$ cat src/rtl/flash_stream_pkg.sv
// Shared types and widths for the flash sample streamer.
// Imported by the streamer top and its sample FIFO.
package flash_stream_pkg;

  localparam int SAMPLE_W = 16;
  localparam int WORD_W   = 32;
  localparam int FLASH_AW = 23;

  typedef enum logic [1:0] {
    IDLE,
    REQ,
    WAIT_DATA,
    PUSH_HI
  } streamer_state_t;

endpackage

$ cat src/rtl/sample_fifo.sv
// Show-ahead sample FIFO: dout always reflects the head entry.
// DEPTH must be a power of two so the pointers wrap naturally.
module sample_fifo
  import flash_stream_pkg::*;
#(
  parameter int DEPTH = 8,
  parameter int W     = SAMPLE_W
) (
  input  logic                   clk,
  input  logic                   rst_n,
  input  logic                   push,
  input  logic [W-1:0]           din,
  input  logic                   pop,
  output logic [W-1:0]           dout,
  output logic                   empty,
  output logic                   full,
  output logic [$clog2(DEPTH):0] level
);

  localparam int AW = $clog2(DEPTH);
  localparam int LW = AW + 1;

  logic [W-1:0]  mem [DEPTH];
  logic [AW-1:0] wr_ptr;
  logic [AW-1:0] rd_ptr;
  logic          do_push;
  logic          do_pop;

  assign empty   = (level == '0);
  assign full    = (level == LW'(DEPTH));
  assign do_pop  = pop & ~empty;
  assign do_push = push & (~full | do_pop);
  assign dout    = mem[rd_ptr];

  always_ff @(posedge clk or negedge rst_n) begin
    if (!rst_n) begin
      wr_ptr <= '0;
      rd_ptr <= '0;
      level  <= '0;
    end else begin
      if (do_push) wr_ptr <= wr_ptr + 1'b1;
      if (do_pop)  rd_ptr <= rd_ptr + 1'b1;
      if (do_push && !do_pop)
        level <= level + 1'b1;
      else if (do_pop && !do_push)
        level <= level - 1'b1;
    end
  end

  always_ff @(posedge clk) begin
    if (do_push) mem[wr_ptr] <= din;
  end

endmodule

$ cat src/rtl/flash_sample_streamer.sv
// Flash read master unpacking 32-bit words into a 16-bit sample stream.
// Define FLASH_STREAMER_ATTEN_EN to shift samples right by SHIFT.
module flash_sample_streamer
  import flash_stream_pkg::*;
#(
  parameter logic [FLASH_AW-1:0] START_ADDR = 23'h000000,
  parameter logic [FLASH_AW-1:0] END_ADDR   = 23'h100000,
  parameter int                  DEPTH      = 8,
  parameter int                  SHIFT      = 6
) (
  input  logic                   clk,
  input  logic                   rst_n,
  input  logic                   run,
  output logic                   flash_mem_read,
  output logic [FLASH_AW-1:0]    flash_mem_address,
  output logic [3:0]             flash_mem_byteenable,
  input  logic                   flash_mem_waitrequest,
  input  logic [WORD_W-1:0]      flash_mem_readdata,
  input  logic                   flash_mem_readdatavalid,
  output logic [SAMPLE_W-1:0]    sample_data,
  output logic                   sample_valid,
  input  logic                   sample_ready,
  output logic [$clog2(DEPTH):0] fifo_level,
  output logic                   wrapped
);

  localparam int LW = $clog2(DEPTH) + 1;

  if (DEPTH < 4 || (DEPTH & (DEPTH - 1)) != 0 ||
      SHIFT < 0 || SHIFT >= SAMPLE_W) begin : g_bad_cfg
    $error("flash_sample_streamer: bad DEPTH/SHIFT");
  end

  streamer_state_t       state;
  streamer_state_t       state_nx;
  logic [SAMPLE_W-1:0]   hi_q;
  logic [SAMPLE_W-1:0]   half;
  logic [SAMPLE_W-1:0]   push_data;
  logic                  push;
  logic                  fifo_empty;
  logic                  fifo_full;
  logic                  room;

  assign flash_mem_byteenable = 4'b1111;
  // Both halves of a word must fit before a read is issued
  assign room = (fifo_level <= LW'(DEPTH - 2)) & ~fifo_full;

  always_ff @(posedge clk or negedge rst_n) begin
    if (!rst_n) state <= IDLE;
    else        state <= state_nx;
  end

  always_comb begin
    state_nx       = state;
    push           = 1'b0;
    half           = flash_mem_readdata[15:0];
    flash_mem_read = 1'b0;
    unique case (state)
      IDLE: begin
        if (run && room) state_nx = REQ;
      end
      REQ: begin
        flash_mem_read = 1'b1;
        if (!flash_mem_waitrequest) state_nx = WAIT_DATA;
      end
      WAIT_DATA: begin
        if (flash_mem_readdatavalid) begin
          push     = 1'b1;
          state_nx = PUSH_HI;
        end
      end
      PUSH_HI: begin
        push     = 1'b1;
        half     = hi_q;
        state_nx = IDLE;
      end
    endcase
  end

`ifdef FLASH_STREAMER_ATTEN_EN
  assign push_data = SAMPLE_W'($signed(half) >>> SHIFT);
`else
  assign push_data = half;
`endif

  always_ff @(posedge clk or negedge rst_n) begin
    if (!rst_n) begin
      hi_q              <= '0;
      flash_mem_address <= START_ADDR;
      wrapped           <= 1'b0;
    end else begin
      wrapped <= 1'b0;
      if (state == WAIT_DATA && flash_mem_readdatavalid)
        hi_q <= flash_mem_readdata[31:16];
      if (state == PUSH_HI) begin
        if (flash_mem_address == END_ADDR) begin
          flash_mem_address <= START_ADDR;
          wrapped           <= 1'b1;
        end else begin
          flash_mem_address <= flash_mem_address + 1'b1;
        end
      end
    end
  end

  sample_fifo #(
    .DEPTH (DEPTH),
    .W     (SAMPLE_W)
  ) u_fifo (
    .clk   (clk),
    .rst_n (rst_n),
    .push  (push),
    .din   (push_data),
    .pop   (sample_valid & sample_ready),
    .dout  (sample_data),
    .empty (fifo_empty),
    .full  (fifo_full),
    .level (fifo_level)
  );

  assign sample_valid = ~fifo_empty;

endmodule

$ cat config.mk
export PLATFORM = sky130hd
export DESIGN_NAME = flash_sample_streamer
export DESIGN_NICKNAME = d
export VERILOG_FILES = /design/src/rtl/flash_stream_pkg.sv /design/src/rtl/sample_fifo.sv /design/src/rtl/flash_sample_streamer.sv
export SDC_FILE = /design/constraint.sdc
export NUM_CORES = 1
export LEC_CHECK = 0
export CELL_PAD_IN_SITES_DETAIL_PLACEMENT = 0
export CELL_PAD_IN_SITES_GLOBAL_PLACEMENT = 1
export CORE_UTILIZATION = 45
export CTS_CLUSTER_DIAMETER = 50
export CTS_CLUSTER_SIZE = 16
export DETAILED_ROUTE_END_ITERATION = 10
export HOLD_SLACK_MARGIN = 0.15
export PLACE_DENSITY = 0.73
export SLEW_MARGIN = 0
export SYNTH_ARGS = -nofsm -noshare
export SYNTH_HDL_FRONTEND = slang
export SYNTH_SLANG_ARGS = --single-unit
$ cat constraint.sdc
create_clock -name clk -period 9.1 [get_ports clk]
set_input_delay 1.82 -clock clk [delete_from_list [all_inputs] [get_ports clk]]
set_output_delay 1.82 -clock clk [all_outputs]
set_load 0.03 [all_outputs]
==> results of run 1 <==
[sequential cells by signal, indices dropped and copies added (netlist names)]
signal / count
u_fifo.wr_ptr: 3
flash_mem_address: 23
u_fifo.mem: 128
wrapped: 1
u_fifo.level: 4
state: 2
u_fifo.rd_ptr: 3
hi_q: 16
[stage by stage]
stage | area, sq um | power, uW | setup WS, ns | utilization [%] | hold slack (ns)
after global routing | 9280 | 3170 | 4.28 | 56.2 | 0.501
after global placement | 8700 | 2290 | 4.68 | 52.7 | 0.474
after detailed placement | 8700 | 2330 | 4.57 | 52.7 | 0.484
final | 9280 | 3010 | 4.41 | 56.2 | 0.491
after floorplan | 7620 | 1970 | 4.97 | - | 0.474
after CTS | 9280 | 3050 | 4.34 | 56.2 | 0.493
[final timing paths]
kind | startpoint | end | slack (ns) | depth (start not counted)
worst max-delay path | u_fifo.rd_ptr[0]$_DFFE_PN0P_ | sample_data[5] | 4.41 | 4
worst min-delay path | u_fifo.rd_ptr[0]$_DFFE_PN0P_ | u_fifo.rd_ptr[0]$_DFFE_PN0P_ | 0.49 | 1
worst max register to register | state[0]$_DFFE_PN0P_ | u_fifo.level[3]$_DFFE_PN0P_ | 5.50 | 9
worst min register to register | u_fifo.rd_ptr[0]$_DFFE_PN0P_ | u_fifo.rd_ptr[0]$_DFFE_PN0P_ | 0.49 | 1
max in group asynchronous | rst_n | u_fifo.rd_ptr[0]$_DFFE_PN0P_ | 7.03 | 2
min in group asynchronous | rst_n | u_fifo.level[1]$_DFFE_PN0P_ | 1.54 | 2
[routing by layer]
| metal | global-route usage [%] | vias to the layer above | routed length (um) |
|---|---|---|---|
| met1 | 23.8 | 2014 | 6470 |
| met5 | 0 | - | 0 |
| met3 | 4.34 | 13 | 681 |
| li1 | - | 1830 | - |
| met4 | 7.43 | 0 | 169 |
| met2 | 30.1 | 104 | 7280 |
[cell families (layout without fill, tap and decap cells)]
| family | Yosys count | after routing | share of synthesized area (%) |
|---|---|---|---|
| fa+ha+maj | 14 | 14 | 2.40 |
| compound gates | 15 | 15 | 1.59 |
| xor+xnor | 25 | 25 | 2.88 |
| other cells | 1 | 4 | 0.0493 |
| buf+inv | 31 | 134 | 2.19 |
| flops | 180 | 180 | 67.6 |
| simple gates | 73 | 73 | 5.80 |
| mux | 86 | 86 | 17.5 |
[placed cells by master (no fill, tap or decap), types with 3 or more instances in the layout]
cell             Yosys  final
nand4_1              6      6
o21ai_0              4      4
dfrtp_1             52     50
nor4_1               5      5
ha_1                13     13
bufinv_16            0      3
clkdlybuf4s50_1      0     82
mux4_2              32     32
nand3_1              9      9
and4_1               3      3
nor3_1               8      6
mux2_2              52     52
buf_4                5      8
nand2_1             19     19
xor2_1               6      6
clkbuf_16            0     17
clkinv_2             0      3
clkbuf_1             3      5
inv_1               11     11
edfxtp_1           128    128
nor2_1               5      5
conb_1               1      4
xnor2_1             19     19
nor3_2               1      3
[worst reg2reg max path, cell delays in order (launching register included)]
cell	delay [ns]
dfrtp_1	0.42
ha_1	0.93
a21oi_1	0.18
a311oi_4	0.47
ha_1	0.29
inv_1	0.12
ha_1	0.29
a21o_1	0.21
a2111oi_0	0.42
o31ai_1	0.14
[area by class of cell]
type | instances | share of cell area [%]
clock buffers | 22 | 4.79
flip-flops and latches | 180 | 55.5
well taps | 220 | 2.97
multi-input cells | 217 | 25.4
repair buffers | 91 | 9.55
clock inverters | 10 | 1.43
inverters | 11 | 0.445
[power by group]
part | switching, uW | internal [uW]
registers | 145 | 1080
clock network | 288 | 430
logic | 544 | 521
total | 977 | 2030
==> results.py, run 1 <==
metrics = {
    "setup_path": {
        "cp_max_fo": 32,
        "cp_slowest_cell": "clkdlybuf4s50_1",
        "end_kind": "output port",
        "critPathArrivalTime_ns": 2.87,
        "crit_chain": "buf_4, mux4_2, mux2_2, clkdlybuf4s50_1",
        "crit_family": "buffers and inverters",
        "required_ns": 7.28,
        "critPathMaxStageDelay_ns": 0.62,
        "cp_num_buf_inv": 2,
        "critPathLaunchType": "flop",
        "critical_path_class": "reg2out",
    },
    "cts": {
        "clk_latency_ns": 0.42,
        "htree_num_levels": 4,
        "cts_tree": "yes",
        "post_cts_hold_buffer_count": 0,
        "path_clk_slew_ns": 0.06,
        "cts_root_buffer": "clkbuf_16",
        "cts-resized-gates": 0,
        "numCtsBuffers": 17,
        "cts_setup_buffers": 0,
        "clockBufferDepth": 2,
        "cts_sinks": 180,
    },
    "routing": {
        "via_per_inst": 5.27,
        "wl_um": 14600,
        "routedWlPerCell_um": 19.4,
        "dr.first_iter.drc_count": 247,
        "antenna_left": 0,
        "vias": 3961,
        "drtPass1Iterations": 4,
        "drc": 0,
    },
    "timing": {
        "fin_crit_sh_pct": 51.5,
        "period_minus_slack_ns": 4.69,
        "finalHoldViolations": 0,
        "tightest_slew_ns": 1.12,
        "rsz0062_at_grt": "no",
        "setup_viol": 0,
        "finalSetupTns_ns": 0,
        "max_freq_ghz": 0.213,
        "clock_skew_ns": 0.0103,
        "report.final.slew_viol_count": 0,
        "slew_headroom_pct": 25.1,
    },
    "grt": {
        "grt_max_degree": 53,
        "grt_usage_pct": 18.4,
        "grt_pass1_wl_um": 23800,
        "antenna_found_initial": 0,
        "overflow": 0,
        "grt_pass1_vias": 4286,
    },
    "power_and_ir_drop": {
        "peakVddDrop_uv": 189,
        "powerDensity_mw_per_mm2": 324,
        "power_leakage_uw": 0.00329,
    },
    "layout": {
        "num_antenna_cells": 0,
        "multiInputGateArea_sq_mm": 0.00235,
        "area_growth_pct": 21.9,
        "drive_above_1_share_pct": 25.6,
        "stdcell_count": 751,
        "final_nets": 570,
        "ff_latch_area_sq_mm": 0.00515,
        "num-fill-cells": 1280,
    },
    "die": {
        "coreArea_sq_mm": 0.0165,
        "io_pins": 88,
        "start_util_pct": 46.1,
        "die_x_um": 132,
        "die_y_um": 132,
        "die_area_sq_mm": 0.0174,
        "rows": 47,
    },
    "logic_synthesis": {
        "yosys_register_bits": 180,
        "yosysTopAreaCell": "edfxtp_1",
        "ys_seq_area_share_pct": 67.6,
        "synth.most_common_cell": "edfxtp_1",
        "synth-edff-count": 128,
        "async_flop_share_pct": 28.9,
        "synth_top_area_share_pct": 50.5,
        "synth_top_flop_cell": "edfxtp_1",
        "syn_inst": 425,
        "avgSynthCellArea_sq_um": 17.9,
        "syn_area_sq_mm": 0.00761,
        "yosys-top-cells-count": "edfxtp_1, dfrtp_1, mux2_2",
        "synthTopCellsByArea": "edfxtp_1, dfrtp_1, mux4_2, mux2_2, xnor2_1",
        "ys_warn_count": 0,
        "synth.distinct_cells": 48,
    },
    "placement": {
        "numPlacedInstances": 719,
        "port_buffers": 83,
        "gp_congestion": 0.811,
        "place_hpwl_um": 9170,
    },
    "flow_run": {
        "cap_violations": 0,
    },
    "status": {
        "status": "completed",
    },
    "min_path": {
        "hp-class": "reg2reg",
    },
}
Note: power is estimated with default switching activity, not from simulation.
==> inputs of run 2 (changes only) <==
--- a/config.mk
+++ b/config.mk
@@ -7,7 +7,7 @@
 export LEC_CHECK = 0
 export CELL_PAD_IN_SITES_DETAIL_PLACEMENT = 0
 export CELL_PAD_IN_SITES_GLOBAL_PLACEMENT = 1
-export CORE_UTILIZATION = 45
+export CORE_UTILIZATION = 43
 export CTS_CLUSTER_DIAMETER = 50
 export CTS_CLUSTER_SIZE = 16
 export DETAILED_ROUTE_END_ITERATION = 10
==> constraint.sdc (replaced) <==
create_clock -name clk -period 4.3 [get_ports clk]
set_input_delay 0.86 -clock clk [delete_from_list [all_inputs] [get_ports clk]]
set_output_delay 0.86 -clock clk [all_outputs]
set_load 0.03 [all_outputs]
==> run 2 against run 1 <==
Net effect:
- final cell count increased by 1.2%
- flip-flop and latch count unchanged
- via count increased by 3.3%
- total power increased by 110%
- sequential power increased by 110%
- non-clock buffer count increased by 4
- global-route usage decreased by 0.48 points
- utilization decreased by 2.0 points
==> results.py, run 2 (synthesis gave the netlist of run 1 again) <==
metrics = {
    "status": {
        "status": "completed",
    },
    "cts": {
        "path_clk_slew_ns": 0.06,
        "cts_tree": "yes",
        "numCtsBuffers": 17,
        "cts_root_buffer": "clkbuf_16",
        "post_cts_hold_buffer_count": 0,
        "cts_sinks": 180,
        "cts_setup_buffers": 0,
        "clk_latency_ns": 0.41,
        "clockBufferDepth": 2,
        "cts-resized-gates": 0,
        "htree_num_levels": 4,
    },
    "routing": {
        "routedWlPerCell_um": 19.8,
        "dr_wl_met2_um": 7490,
        "vias": 4091,
        "drtPass1Iterations": 4,
        "antenna_left": 0,
        "routed.top_layer": "met4",
        "dr.first_iter.drc_count": 263,
        "via_per_inst": 5.38,
        "wl_um": 15000,
        "drt-met1-wl_um": 6790,
        "drc": 0,
        "wl_met3_um": 594,
    },
    "flow_run": {
        "cap_violations": 0,
    },
    "die": {
        "start_util_pct": 44.0,
        "die_x_um": 135,
        "rows": 48,
        "die_y_um": 135,
        "die_area_sq_mm": 0.0182,
        "io_pins": 88,
        "coreArea_sq_mm": 0.0173,
    },
    "timing": {
        "report.final.slew_viol_count": 0,
        "setup_viol": 0,
        "clock_skew_ns": 0.00598,
        "tightest_slew_ns": 1.01,
        "finalHoldViolations": 0,
        "max_freq_ghz": 0.281,
        "finalSetupTns_ns": 0,
        "slew_headroom_pct": 32.3,
        "rsz0062_at_grt": "no",
        "fin_crit_sh_pct": 82.8,
        "whs_ns": 0.500,
        "period_minus_slack_ns": 3.56,
    },
    "layout": {
        "regMostFlops": "u_fifo.mem",
        "final_nets": 574,
        "largest_reg_flops": 128,
        "drive_above_1_share_pct": 26.9,
        "mostFrequentLayoutCells": "edfxtp_1, clkdlybuf4s50_1, mux2_2",
        "num-fill-cells": 1356,
        "final_common_cell": "edfxtp_1",
        "largest_registers": "u_fifo.mem x128, flash_mem_address x23, hi_q x16",
        "num_antenna_cells": 0,
        "area_growth_pct": 23.1,
    },
    "grt": {
        "grt_usage_pct": 17.9,
        "overflow": 0,
        "grt_pass1_vias": 4334,
        "grt_max_degree": 33,
        "antenna_found_initial": 0,
        "grt_pass1_wl_um": 23800,
    },
    "setup_path": {
        "cp_max_fo": 26,
        "critPathArrivalTime_ns": 2.70,
        "crit_chain": "buf_12, mux4_2, mux2_2, clkdlybuf4s50_1",
        "cp_slowest_cell": "clkdlybuf4s50_1",
        "critPathMaxStageDelay_ns": 0.60,
        "required_ns": 3.44,
        "critPathLaunchType": "flop",
        "r2r_slack_ns": 1.33,
        "end_kind": "output port",
        "critical_path_class": "reg2out",
    },
    "power_and_ir_drop": {
        "peakVddDrop_uv": 408,
        "power_leakage_uw": 0.00334,
        "powerDensity_mw_per_mm2": 688,
    },
    "placement": {
        "port_buffers": 83,
        "place_hpwl_um": 9270,
        "gp_congestion": 0.791,
    },
    "min_path": {
        "hp-class": "in2async",
    },
}
-- run 2: path summary, 6_finish.rpt --
check | startpoint | to | cells past startpoint
min | rst_n | u_fifo.level[0]$_DFFE_PN0P_ | 1
max reg2reg | state[1]$_DFFE_PN0P_ | u_fifo.level[3]$_DFFE_PN0P_ | 9
min reg2reg | hi_q[14]$_DFFE_PN0P_ | hi_q[14]$_DFFE_PN0P_ | 1
max in group asynchronous | rst_n | hi_q[10]$_DFFE_PN0P_ | 2
min in group clk | hi_q[14]$_DFFE_PN0P_ | hi_q[14]$_DFFE_PN0P_ | 1
max | u_fifo.rd_ptr[0]$_DFFE_PN0P_ | sample_data[13] | 4
-- run 2: area by class of cell --
| class | instances | area [sq um] | area share [%] |
|---|---|---|---|
| Tap cell | 225 | 282 | 3.01 |
| Sequential cell | 180 | 5150 | 54.9 |
| Multi-Input combinational cell | 217 | 2340 | 25.0 |
| Timing Repair Buffer | 95 | 928 | 9.91 |
| Inverter | 11 | 41.3 | 0.441 |
| Clock inverter | 4 | 23.8 | 0.254 |
| Clock buffer | 28 | 606 | 6.46 |
-- run 2: power breakdown --
| part | internal [uW] | switching [uW] |
|---|---|---|
| combinational | 1120 | 1200 |
| sequential | 2290 | 258 |
| clock | 963 | 613 |
-- run 2: through the flow --
| step | instance area, sq um | worst slack [ns] | std cells | util (%) | total power (uW) |
|---|---|---|---|---|---|
| floorplan | 7620 | 1.13 | 428 | - | 4170 |
| global placement | 8740 | 0.883 | 728 | 50.5 | 4860 |
| detailed placement | 8740 | 0.789 | 728 | 50.5 | 4940 |
| CTS | 9370 | 0.690 | 760 | 54.2 | 6530 |
| global route | 9370 | 0.628 | 760 | 54.2 | 6760 |
| finish | 9370 | 0.741 | 760 | 54.2 | 6440 |
-- run 2: per-layer routing --
metal  vias to the layer above  global-route usage (%)
li1                       1841                       -
met1                      2130                    23.8
met3                        15                    3.87
met2                       105                    29.4
met4                         0                    5.87
met5                         -                       0
-- run 2: worst max-delay path: cells and delay by family, from the launching register on --
family   cells  cell delay (ns)
flops        1             0.56
mux          2             0.83
buf+inv      2             0.88
